`src/rtl/fetch_stage.sv`:
```
// fetch_stage: instruction fetch with stall hold, redirect drain and optional halt (FETCH_HALT_DETECT_EN)
module fetch_stage (
   input  logic        clk,
   input  logic        rst,
   input  logic        stall,
   input  logic        redirect,
   input  logic [15:0] redirectPC,
   input  logic [15:0] imemData,
   input  logic        imemDone,
   output logic        imemRd,
   output logic [15:0] imemAddr,
   output logic [15:0] outInstruct,
   output logic [15:0] outPlusTwoPC,
   output logic        fetchBusy,
   output logic        halted
);
   localparam logic [15:0] NOP = 16'h0800;
   typedef enum logic [1:0] {RUN, HOLD, DRAIN, HALT} state_t;
   state_t      state_q, state_d;
   logic [15:0] pc_q, pc_d, hold_q, hold_d, addr_q, addr_d;
   logic [15:0] pc_plus2, instr, addr;
   logic        rd, busy, halt_data, halt_hold;
   assign pc_plus2     = pc_q + 16'd2;
   assign outPlusTwoPC = pc_plus2;
   assign imemRd       = rd & ~rst;
   assign imemAddr     = addr;
   assign fetchBusy    = busy & ~rst;
   assign outInstruct  = rst ? NOP : instr;
`ifdef FETCH_HALT_DETECT_EN
   assign halt_data = imemData[15:11] == 5'b00000;
   assign halt_hold = hold_q[15:11] == 5'b00000;
   assign halted    = (state_q == HALT) & ~rst;
`else
   assign halt_data = 1'b0;
   assign halt_hold = 1'b0;
   assign halted    = 1'b0;
`endif
   // next state, PC and per-state outputs; redirect outranks stall and imemDone
   always_comb begin
      state_d = state_q;
      pc_d    = pc_q;
      hold_d  = hold_q;
      addr_d  = addr_q;
      rd      = 1'b0;
      addr    = pc_q;
      instr   = NOP;
      busy    = 1'b0;
      case (state_q)
         RUN: begin
            rd   = 1'b1;
            busy = ~imemDone;
            if (redirect) begin
               pc_d    = redirectPC;
               addr_d  = pc_q;
               state_d = imemDone ? RUN : DRAIN;
            end else if (imemDone) begin
               instr = imemData;
               if (stall) begin
                  hold_d  = imemData;
                  state_d = HOLD;
               end else if (halt_data) begin
                  state_d = HALT;
               end else begin
                  pc_d = pc_plus2;
               end
            end
         end
         HOLD: begin
            if (redirect) begin
               pc_d    = redirectPC;
               hold_d  = NOP;
               state_d = RUN;
            end else begin
               instr = hold_q;
               if (!stall) begin
                  state_d = halt_hold ? HALT : RUN;
                  pc_d    = halt_hold ? pc_q : pc_plus2;
               end
            end
         end
         DRAIN: begin
            rd   = 1'b1;
            addr = addr_q;
            busy = ~imemDone;
            if (redirect) pc_d = redirectPC;
            else if (imemDone) state_d = RUN;
         end
         HALT: begin
            if (redirect) begin
               pc_d    = redirectPC;
               state_d = RUN;
            end
         end
      endcase
   end
   // state registers; reset abandons any outstanding read
   always_ff @(posedge clk) begin
      if (rst) begin
         state_q <= RUN;
         pc_q    <= 16'h0000;
         hold_q  <= NOP;
         addr_q  <= 16'h0000;
      end else begin
         state_q <= state_d;
         pc_q    <= pc_d;
         hold_q  <= hold_d;
         addr_q  <= addr_d;
      end
   end
endmodule

```
`config.mk`:
```
export PLATFORM = sky130hd
export DESIGN_NAME = fetch_stage
export DESIGN_NICKNAME = d
export VERILOG_FILES = /design/src/rtl/fetch_stage.sv
export SDC_FILE = /design/constraint.sdc
export NUM_CORES = 1
export LEC_CHECK = 0
export ABC_AREA = 1
export BUFFER_PORTS_ARGS = -buffer_cell sky130_fd_sc_hd__buf_2
export CAP_MARGIN = 20
export CORE_MARGIN = 1.5
export CORE_UTILIZATION = 55
export DETAILED_ROUTE_END_ITERATION = 8
export HOLD_SLACK_MARGIN = 0.06
export PLACE_DENSITY = 0.85
export SKIP_LAST_GASP = 1
export SLEW_MARGIN = 25
export SYNTH_ARGS = -nofsm -noshare
export SYNTH_HDL_FRONTEND = slang
export SYNTH_SLANG_ARGS = --single-unit
```
`constraint.sdc`:
```
create_clock -name clk -period 2.37 [get_ports clk]
set_clock_uncertainty 0.05 [all_clocks]
set_input_delay 0 -clock clk [delete_from_list [all_inputs] [get_ports clk]]
set_output_delay 0 -clock clk [all_outputs]
set_load 0.02 [all_outputs]
```
### Word-level counts from Yosys, hierarchy flattened

Cells that the tools add are included.

| storage, ports and cells | value |
|---|---|
| register bits | 50 |
| bits of input ports | 37 |
| output and inout bits | 51 |
| logic and storage cells | 58 |

| operators by class | value |
|---|---|
| $add $sub $neg | 1 |
| equal/unequal tests | 13 |
| multiplexer cells | 28 |
| bitwise logic cells | 4 |
| reductions and logical operators | 8 |

Operators with widths:

| cell | number |
|---|---|
| 16-bit two-way mux | 13 |
| 16-bit case mux with 2 select lines | 2 |
| 16-bit case mux with 3 select lines | 1 |
| 2-bit two-way mux | 9 |
| 16-bit by 2-bit adder with 16-bit output (second input constant) | 1 |
| 2-bit != test (second input constant) | 6 |
| 3-bit != test (second input constant) | 3 |
| 2-bit case mux with 4 select lines | 1 |
| 6-bit AND reduction | 1 |
| 2-bit equality test (second input constant) | 2 |
| 2-bit AND reduction | 2 |
| 4-bit AND reduction | 1 |
| 2-bit OR reduction | 2 |
| 1-bit AND | 2 |
| 2-bit by 1-bit equality test with 1-bit output (second input constant) | 1 |
| 2-bit zero test | 1 |
| 1-bit two-way mux | 2 |
| 2-bit by 1-bit != test with 1-bit output (second input constant) | 1 |
| 1-bit NOT | 2 |
| 2-bit nonzero test | 1 |

### Longest topological paths before layout

Gate-level depths: netlist of the first run.

| depth | value |
|---|---|
| depth after elaboration | 5 |
| gate-level depth with buffers | 8 |
| gate-level depth less buffers | 8 |

### Worst setup path before layout of the first run

No wires, ideal clock.

| timing | value |
|---|---|
| kind | reg-to-reg |
| start point | reg pc_q[2] |
| end point | reg pc_q[9] |
| setup time | 0.070 ns |
| arrival | 1.490 ns |
| data required time | 2.250 ns |
| setup slack | 0.760 ns |
| cell stages (with the launch flop) | 8 |
| buffers on the path | 0 |
| period minus slack after synthesis | 1.610 ns |
| path through | dfxtp_1 -> ha_1 -> nand3_1 -> inv_1 -> nand2_1 -> xnor2_1 -> nand2_1 -> a21oi_1 |

| between the ends | value |
|---|---|
| longest elaborated chain between the ends | 5 |
| elaborated cells between the ends (all ways) | 6 |
| those cells by class | add/sub (1); mux (5) |

RTL lines:

| item | line | RTL |
|---|---|---|
| start: declaration | 20 | `logic [15:0] pc_q, pc_d, hold_q, hold_d, addr_q, addr_d;` |
| start signal: assignment | 105 | `pc_q <= pc_d;` |
| 16-bit by 2-bit adder with 16-bit output (*) | 23 | `assign pc_plus2 = pc_q + 16'd2;` |
| via outPlusTwoPC[9] | 13 | `output logic [15:0] outPlusTwoPC,` |
| 16-bit two-way mux (*) | 75 | `if (!stall) begin` |
| 16-bit two-way mux | 56 | `end else if (imemDone) begin` |
| 16-bit two-way mux | 52 | `if (redirect) begin` |
| 16-bit case mux with 3 select lines (*) | 48 | `case (state_q)` |

Mark *: on every way through the listed nets, which the timed path passes. The rest lies on a longest branch. The select of a mux whose other input is x is not followed.
A chain may end at the register's enable or synchronous reset.

### Worst setup path in the final report of the first run

| timing | value |
|---|---|
| start point | reg state_q[1] |
| end point | reg pc_q[2] |

| between the ends | value |
|---|---|
| longest elaborated chain between the ends | 4 |
| elaborated cells between the ends (all ways) | 9 |
| those cells by class | eq/ne (5); mux (1); reduce/logical (3) |

RTL lines:

| item | line | RTL |
|---|---|---|
| start: declaration | 19 | `state_t state_q, state_d;` |
| start signal: assignment | 104 | `state_q <= state_d;` |
| 2-bit equality test | 48 |  |
| 2-bit OR reduction (no source line) | - |  |
| 2-bit by 1-bit != test with 1-bit output (no source line) | - |  |
| 2-bit AND reduction (no source line) | - |  |

Parallel ways exist; a longest one is shown, timed or not.

==> results of run 1 <==
state kept, by name, summed over array words and instances (netlist names):
name	flops
addr_q	16
pc_q	16
state_q	2
hold_q	16
Yosys cell counts:
cell	count	share of area
conb_1	1	0.0014
nor3_1	1	0.0018
a31oi_1	15	0.034
o21ai_0	64	0.12
o211ai_1	1	0.0027
o31ai_1	1	0.0027
dfxtp_1	50	0.36
xor2_1	4	0.013
buf_4	4	0.011
nand3_1	27	0.049
nand2_1	95	0.13
o21ai_1	11	0.020
inv_2	1	0.0014
ha_1	1	0.0045
nor2_1	39	0.053
clkinv_1	1	0.0014
inv_1	18	0.024
nor2_2	1	0.0023
xnor2_1	3	0.0095
o21bai_1	1	0.0027
buf_6	1	0.0041
buf_1	3	0.0041
nand4_1	3	0.0068
buf_2	10	0.018
clkbuf_1	10	0.014
and2_1	4	0.0090
nor2_4	1	0.0041
a21oi_1	53	0.095
nand2_2	1	0.0023
o21ai_4	1	0.0059
placed cells by master (no fill, tap or decap), types with 3 or more instances in the layout:
cell and count:
nand2_1 95, buf_2 86, o21ai_0 64, a21oi_1 53, dfxtp_1 50, nor2_1 39, dlygate4sd3_1 36, nand3_1 27
inv_1 17, a31oi_1 15, buf_4 11, o21ai_1 10, clkbuf_8 5, and2_1 4, xor2_1 4, nand4_1 3
xnor2_1 3
timing repair:
| item | in CTS | in global routing |
|---|---|---|
| hold endpoints to repair | 33 | 0 |
| resized for setup | 0 | 2 |
| buffers inserted | 0 | 4 |
| hold buffers | 36 | 0 |
| setup endpoints to repair | 0 | 16 |
layout make-up:
cell class	instances	share of cell area
tap	67	0.0226
clock inverter	3	0.00675
timing repair buffer	133	0.235
sequential	50	0.270
inverter	20	0.0213
multi-input combinational	328	0.425
clock buffer	5	0.0186
how the worst min path moves through the flow:
stage	end	slack, ns
after CTS	pc_q[15]	0.08
after floorplan	fetchBusy	0.03
final	pc_q[6]	0.09
after global placement	pc_q[0]	0.18
after global routing	pc_q[6]	0.11
after detailed placement	pc_q[0]	0.18
power by group through the flow:
| stage | logic, mW | clock network (mW) | registers, mW |
|---|---|---|---|
| 4_1_cts | 0.621 | 0.532 | 0.997 |
| 6_report | 0.647 | 0.537 | 1.00 |
| 3_5_place_dp | 0.572 | 0 | 1.02 |
| 3_3_place_gp | 0.560 | 0 | 1.01 |
| 5_1_grt | 0.714 | 0.563 | 1.01 |
| 2_1_floorplan | 0.412 | 0 | 0.995 |
logic make-up after synthesis:
family,Yosys count,share of synthesized area
xor+xnor,7,0.0221
other cells,1,0.00135
buf+inv,48,0.0775
flops,50,0.360
fa+ha+maj,1,0.00450
compound gates,147,0.278
simple gates,172,0.256
layer usage:
metal	wire (um)	track usage
met3	663	0.0610
met1	3680	0.435
met2	4050	0.498
met4	155	0.117
met5	0	0
worst max-delay path, stage by stage, from the launching register on:
cell and delay, ns:
dfxtp_1 0.37, nor2_4 0.45, nand2_2 0.19, o21ai_4 0.31, a21oi_1 0.08, a21oi_1 0.14
nor2_1 0.06, dlygate4sd3_1 0.56
per-stage QoR:
step | hold WS (ns) | power (mW) | setup slack, ns
2_1_floorplan | 0.0295 | 1.41 | 0.760
3_3_place_gp | 0.183 | 1.57 | 0.570
3_5_place_dp | 0.179 | 1.59 | 0.487
4_1_cts | 0.0752 | 2.15 | 0.123
5_1_grt | 0.106 | 2.29 | -0.0554
6_report | 0.0912 | 2.18 | 0.0498
==> results by group, run 1 <==
Floorplanning
  • Die W: around 74 um
  • Core area: ~4800 sq um
  • Ports: 88
  • Die area: roughly 5500 sq um
  • Die Ht: 74.1 um
  • Num rows: 25
  • Starting Density: 0.580

Setup path
  • CP Launch Type: flip-flop
  • Reg2reg start: state_q[1]
  • Crit path required time: ~2.5 ns
  • CP Capture Point: pc_q[2]
  • Cells on worst reg2reg path: 7
  • Worst r2r dst: pc_q[2]
  • Crit-path max FO: 19
  • Worst Setup SP: state_q[1]
  • Flop2flop setup slack: between 0.04 and 0.05 ns
  • Crit path kind: reg2reg
  • Crit. End Element: flip-flop
  • Arr. time, crit path: between 2 and 2.5 ns

STA
  • Fmax: around 430 MHz
  • Final setup viols: 0
  • Worst slew margin: 0.543
  • Final Critical Period: between 2 and 2.5 ns
  • Post-Route Setup TNS: 0 ns
  • Worst slew pin tran: between 0.6 and 0.7 ns
  • Final Hold Violating Endpoints: 0
  • Final Slew Violations: 0
  • Final period utilization: 0.979
  • Unrepaired setup endpoints after global routing: true

Clocking
  • Clock Path Buffers: 2
  • Root Buffer: clkbuf_8
  • Clock H-tree levels: 2
  • CTS tree: built
  • CTS clk-pin slew, worst paths: between 0.1 and 0.15 ns
  • Num CTS Buffers: 5
  • Clock sinks: 50
  • Worst skew pair latency: roughly 0.32 ns

Pwr
  • Sequential Power Share: 0.458
  • Internal power: 1.38 mW
  • Power Density: 589 nW/um^2
  • Combinational share of power: 0.296
  • Net Sw Frac: 0.367
  • Psw: 0.801 mW
  • Clock power share: 0.246
  • Worst vdd ir: 334 uV
  • Leak pwr: between 1.5 and 2 nW

Finish
  • Final Util: 0.775
  • Diode count: 0
  • Final nets: ~580
  • Synth-to-Final Area Change: 33.5%
  • Layout cells sized above 1: 0.208
  • Register area: 1000 sq um
  • Fillers: around 370
  • Multi-input gate area: around 1600 sq um
  • Cell Count, Final, Fillers Out: between 600 and 700
  • Final instance area: ~3700 sq um

Hold path
  • Hold path depth: 4
  • Hold Crit Start: redirect
  • Min-Delay Path Class: in2reg

Drt
  • WL/cell: 14.1 um
  • Routed via count: ~3400
  • DRC viols: 0
  • Final WL: roughly 8500 um
  • Vias per cell: between 5 and 6
  • Drt first pass iters: 5
  • ANT nets after route: 0
  • Initial drt markers: approximately 310

Logic synthesis
  • Post-synthesis cell count: between 400 and 500
  • Cell area after synthesis: around 2800 sq um
  • Post-synthesis cell type count: 30
  • Synthesized area per cell: 6.52 sq um
  • Sequential area share after synthesis: 0.360
  • Yosys warning total: 0
  • Synth Register Bits: 50
  • Syn Nets: about 460

Global routing
  • Largest net degree at the start of global routing: 34
  • Initial antenna violation count: 0
  • Tot GR Track Use: 0.318
  • GRT overflow: 0
  • Vias in the first global route: between 2000 and 3000
  • First-pass GRT wire length: roughly 14000 um

Placed design
  • Cells after DPL: about 560
  • DP HPWL: around 5300 um
  • Gpl congestion: 0.860
  • PortBufs: 86
  • Placed cell areas: between 3000 and 4000 sq um

Status
  • Status: complete, no violations

Job
  • Max_cap viols: 0
Power figures use the tool's default switching activity.
==> run 2, diff against run 1 <==
- ABC_AREA: 1 -> not set
==> run 2 against run 1 <==
Effect of this change: flip-flop and latch count did not move; critical endpoint is now outInstruct[5]; register-to-register slack improved by 0.44 ns; largest cell class unchanged; global-route usage down 3.1 points; highest routed layer unchanged; routed wire length is 9.2% lower; worst hold slack worse by 0.038 ns; sequential share of layout area up 0.93 points; worst setup slack gained 0.13 ns; synthesized cell count fell by 20%.
==> results by group, run 2 <==
STA
  • Worst slew margin: 0.539
  • Setup ws final: roughly 0.18 ns
  • Final hold slack: 0.0533 ns
  • Final setup viols: 0
  • Final period utilization: 0.923
  • Final Critical Period: 2.19 ns
  • Fmax: 457 MHz
  • Final Slew Violations: 0
  • Post-Route Setup TNS: 0 ns
  • Worst slew pin tran: ~0.69 ns
  • Unrepaired setup endpoints after global routing: false
  • Final Hold Violating Endpoints: 0

Floorplanning
  • Die W: 74.4 um
  • Die area: ~5500 sq um
  • Ports: slightly below 90
  • Num rows: 25
  • Die Ht: around 74 um
  • Starting Density: 0.582
  • Core area: between 4000 and 5000 sq um

Setup path
  • Crit. End Element: primary output
  • CP Launch Type: flip-flop
  • Crit-path max FO: 18
  • Slowest cell on crit path: or2_2
  • CP top delay family: simple AND/OR/NAND/NOR gates
  • CP Cell Sequence: or2_2 -> nor2_4 -> buf_4 -> a22oi_1 -> nor2_1 -> buf_2
  • Crit path kind: reg2out
  • Flop2flop setup slack: between 0.4 and 0.5 ns
  • Peak per-stage delay on the critical path: just over 0.5 ns
  • Crit path required time: 2.32 ns
  • Buf/Inv on CP: 2
  • Arr. time, crit path: approximately 2.1 ns

Finish
  • Layout cells sized above 1: 0.287
  • Multi-input gate area: roughly 1600 sq um
  • Diode count: 0
  • Commonest non-fill, non-tap cell in the layout: buf_2
  • Register area: 1000 sq um
  • Final nets: 473
  • Largest registers: addr_q x16, hold_q x16, pc_q x16
  • Synth-to-Final Area Change: 28.0%
  • Fillers: ~380
  • Commonest cells after routing, fill and taps aside: 86 x buf_2, 50 x dfxtp_1, 48 x nand2_1, 30 x dlygate4sd3_1, 28 x nor2_1

Logic synthesis
  • Cell area after synthesis: 2800 sq um
  • Post-synthesis cell type count: 56
  • Yosys warning total: 0
  • Synthesized area per cell: about 8.3 sq um
  • Ys async rst share: 0
  • Syn Nets: about 380
  • Synth Register Bits: 50
  • Post-synth EDFFs: 0
  • Sequential area share after synthesis: 0.357
  • Ys flop type: dfxtp_1
  • Post-synthesis cell count: 339
  • Cell with the most instances after synthesis: dfxtp_1
  • Post-synth top cells: 50 x dfxtp_1, 48 x nand2_1, 28 x nor2_1
  • Synth top area share: 0.357
  • Yosys top cell by area: dfxtp_1
  • Synth top area cells: dfxtp_1 36%, nand2_1 6.4%, mux2_2 5.6%

Placed design
  • Place WS: between 0.4 and 0.5 ns
  • PortBufs: 86
  • DP HPWL: approximately 5000 um
  • Gpl congestion: roughly 0.84

Global routing
  • Largest net degree at the start of global routing: 36
  • Tot GR Track Use: 0.286
  • GRT overflow: 0
  • Initial antenna violation count: 0
  • First-pass GRT wire length: roughly 12000 um
  • Vias in the first global route: around 2600

Status
  • Status: complete, no violations

Clocking
  • Clock sinks: 50
  • Worst skew pair latency: 0.31 ns
  • Root Buffer: clkbuf_8
  • Clock Path Buffers: 2
  • CTS tree: built
  • CTS clk-pin slew, worst paths: ~0.10 ns
  • Num CTS Buffers: 5
  • Clock H-tree levels: 2

Pwr
  • Leak pwr: 1.55 nW
  • Worst vdd ir: 350 uV
  • Power Density: 526 nW/um^2

Drt
  • Routed via count: between 2000 and 3000
  • Drt first pass iters: 4
  • DRC viols: 0
  • Initial drt markers: 240
  • WL/cell: roughly 15 um
  • Vias per cell: roughly 5.7
  • Final WL: just under 8000 um
  • ANT nets after route: 0

Job
  • Max_cap viols: 0

Hold path
  • Min-Delay Path Class: in2reg
-- run 2: stage by stage --
step	power (mW)	area, sq um	utilization	std cells
global placement	1.33	3180	0.659	465
floorplan	1.22	2800	-	339
CTS	1.88	3570	0.741	503
finish	1.89	3580	0.744	503
detailed placement	1.34	3180	0.659	465
global route	1.97	3580	0.744	503
-- run 2: power by group --
part | switching [mW] | leakage (nW) | internal, mW | total (mW)
Sequential | 0.0509 | 0.408 | 0.880 | 0.931
Clock | 0.285 | 0.0472 | 0.235 | 0.520
Combinational | 0.252 | 1.09 | 0.183 | 0.434
Total | 0.587 | 1.55 | 1.30 | 1.89
-- run 2: final timing paths --
check,endpoint,cells after the start,from
setup / recovery,outInstruct[5],6,state_q[1]
hold / removal,pc_q[13],4,redirectPC[13]
setup reg to reg,pc_q[13],5,pc_q[2]
hold reg to reg,addr_q[8],2,addr_q[8]
-- run 2: what timing repair did --
item,in CTS,in global routing
buffers inserted,0,0
gates resized for setup,0,2
endpoints found under the hold margin,30,0
hold buffers,30,0
setup endpoints to repair,0,15
-- run 2: routing by layer --
layer	up-vias	routed length, um	global-route usage
met1	1329	3190	0.361
met2	122	3890	0.477
li1	1404	-	-
met3	18	520	0.0637
met5	-	0	0
met4	0	163	0.113
-- run 2: cells by family after synthesis --
logic type                 synth area share
other                               0.00134
muxes                                0.0598
and+or+nand+nor                       0.226
xor gates and xnor gates             0.0469
buffers and inverters                0.0732
AOI/OAI and AO/OA                     0.230
adders and majority gates           0.00447
DFF                                   0.357
-- run 2: layout make-up --
| cell class | instances | share of cell area |
|---|---|---|
| Clock buffer | 6 | 0.0230 |
| Clock inverter | 2 | 0.00349 |
| Inverter | 8 | 0.00838 |
| Multi-Input combinational cell | 251 | 0.449 |
| Sequential cell | 50 | 0.279 |
| Tap cell | 67 | 0.0234 |
| Timing Repair Buffer | 119 | 0.214 |
-- run 2: worst reg2reg max path: cells and delay by family, from the launching register on --
family	cells	cell delay, ns
AND/OR/NAND/NOR	3	0.96
flip-flops	1	0.43
adder cells (fa/ha/maj)	1	0.27
AO/OA/AOI/OAI	1	0.10
==> run 3, diff against run 2 <==
- GPL_TIMING_DRIVEN: not set -> 0
==> run 3 against run 2 <==
Effect of this change: sequential share of layout area fell by 0.88 points; first-iteration DRC count rose by 4.6%; non-clock buffer count rose by 26; die area did not move; critical path type unchanged; largest power group unchanged.
==> results by group, run 3 (synthesized netlist as in run 2, its figures left out) <==
Hold path
  • Min-Delay Path Class: in2reg
  • Hold Crit Start: redirectPC[6]

Pwr
  • Net Sw Frac: 0.327
  • Sequential Power Share: 0.480
  • Power Density: ~520 nW/um^2
  • Clock power share: 0.273
  • Leak pwr: 1.64 nW
  • Combinational share of power: 0.247
  • Worst vdd ir: 369 uV
  • Internal power: 1.29 mW
  • Psw: around 0.63 mW

Placed design
  • PortBufs: 85
  • Gpl congestion: around 0.9
  • DP HPWL: approximately 5400 um
  • Cells after DPL: about 490
  • Placed cell areas: approximately 3300 sq um

Setup path
  • Peak per-stage delay on the critical path: about 0.41 ns
  • Crit. End Element: primary output
  • Crit path required time: roughly 2.3 ns
  • Worst Setup SP: state_q[1]
  • Reg2reg start: state_q[1]
  • Most common cell on crit path: buf_4
  • CP top delay family: buffers and inverters
  • Slowest cell on crit path: nor2_2
  • CP Cell Sequence: buf_4 -> inv_1 -> nor2_2 -> buf_4 -> mux2_2 -> buf_2
  • Buf/Inv on CP: 4
  • Worst path depth: 6
  • Flop2flop setup slack: 0.52 ns
  • Crit-path max FO: 10
  • Crit path kind: reg2out
  • CP Launch Type: flip-flop
  • Cells on worst reg2reg path: 5
  • Arr. time, crit path: 2.19 ns
  • CP Capture Point: imemAddr[14]
  • Worst r2r dst: pc_q[12]

Finish
  • Commonest non-fill, non-tap cell in the layout: buf_2
  • Synth-to-Final Area Change: 32.1%
  • Fillers: 369
  • Multi-input gate area: 1600 sq um
  • Final instance area: ~3700 sq um
  • Cell Count, Final, Fillers Out: between 500 and 600
  • Largest registers: addr_q x16, hold_q x16, pc_q x16
  • Commonest cells after routing, fill and taps aside: 95 x buf_2, 50 x dfxtp_1, 48 x nand2_1, 30 x dlygate4sd3_1, 28 x nor2_1
  • Diode count: 0
  • Final nets: around 500
  • Layout cells sized above 1: 0.307
  • Register area: 1000 sq um

Floorplanning
  • Ports: between 80 and 90
  • Core area: between 4000 and 5000 sq um
  • Die W: around 74 um
  • Die area: 5530 sq um
  • Starting Density: 0.582
  • Num rows: 25
  • Die Ht: about 74 um

Global routing
  • Initial antenna violation count: 0
  • Tot GR Track Use: 0.292
  • Largest net degree at the start of global routing: 17
  • Vias in the first global route: about 2800
  • GRT overflow: 0
  • First-pass GRT wire length: approximately 13000 um

Drt
  • Final WL: between 8000 and 9000 um
  • DRC viols: 0
  • Initial drt markers: roughly 250
  • WL/cell: approximately 16 um
  • Vias per cell: slightly below 6
  • Drt first pass iters: 5
  • Routed via count: between 3000 and 4000
  • ANT nets after route: 0

STA
  • Final period utilization: 0.946
  • Post-Route Setup TNS: 0 ns
  • Final Critical Period: 2.24 ns
  • Unrepaired setup endpoints after global routing: false
  • Worst slew pin tran: between 0.5 and 0.6 ns
  • Final Slew Violations: 0
  • Final Hold Violating Endpoints: 0
  • Final setup viols: 0
  • Fmax: about 450 MHz
  • Worst slew margin: 0.648

Clocking
  • Worst skew pair latency: about 0.32 ns
  • Clock Path Buffers: 2
  • Num CTS Buffers: 5
  • Clock sinks: 50
  • Clock H-tree levels: 2
  • CTS tree: built
  • CTS clk-pin slew, worst paths: ~0.10 ns
  • Root Buffer: clkbuf_8

Job
  • Max_cap viols: 0

Status
  • Status: complete, no violations
-- run 3: changes by cell type in the layout (fill, tap and decap cells not counted), moves of 2 or more --
cell,change
nor2_2,+2
nor2_4,-2
buf_4,+7
buf_2,+9
clkbuf_1,+7
buf_6,+2
-- run 3: cell type report --
type | count | share of cell area
tap | 67 | 0.0227
multi-input combinational | 251 | 0.431
clock inverter | 3 | 0.00575
timing repair buffer | 115 | 0.196
inverter | 8 | 0.00811
buffer | 30 | 0.0473
sequential | 50 | 0.270
clock buffer | 5 | 0.0186
-- run 3: what timing repair did --
| action | CTS | global route |
|---|---|---|
| buffers inserted | 0 | 0 |
| gates resized for setup | 0 | 0 |
| hold buffers | 30 | 0 |
| endpoints found under the hold margin | 30 | 0 |
-- run 3: power groups by stage --
stage	clock network, mW	logic [mW]	registers, mW
floorplan	0	0.292	0.925
global placement	0	0.418	0.932
detailed placement	0	0.424	0.934
CTS	0.522	0.464	0.915
global route	0.548	0.506	0.922
finish	0.522	0.472	0.916
-- run 3: worst reg2reg max path, cell delays in order, from the launching register on --
cell	delay (ns)
dfxtp_1	0.33
buf_4	0.18
nor3_2	0.43
nand3b_1	0.28
or3_1	0.39
o211ai_1	0.11
-- run 3: worst min-delay path by stage --
stage          cells past startpoint  slack (ns)        end
3_5_place_dp                       2        0.19  hold_q[8]
4_1_cts                            4        0.06    pc_q[2]
2_1_floorplan                      1        0.03  fetchBusy
5_1_grt                            4        0.08   pc_q[12]
6_report                           4        0.07    pc_q[6]
3_3_place_gp                       3        0.18   pc_q[11]
-- run 3: per-stage QoR --
step | total power, mW | setup slack, ns | hold slack (ns) | util
floorplan | 1.22 | 0.790 | 0.0295 | -
global placement | 1.35 | 0.519 | 0.182 | 0.687
detailed placement | 1.36 | 0.485 | 0.189 | 0.687
CTS | 1.90 | 0.134 | 0.0628 | 0.768
global route | 1.98 | 0.0372 | 0.0822 | 0.768
finish | 1.91 | 0.129 | 0.0667 | 0.768
-- run 3: metal layers --
metal,part of all wire,GRT usage,wire length [um]
met5,0,0,0
met4,0.019,0.0929,162
met3,0.072,0.0447,602
met2,0.49,0.511,4050
met1,0.42,0.370,3520
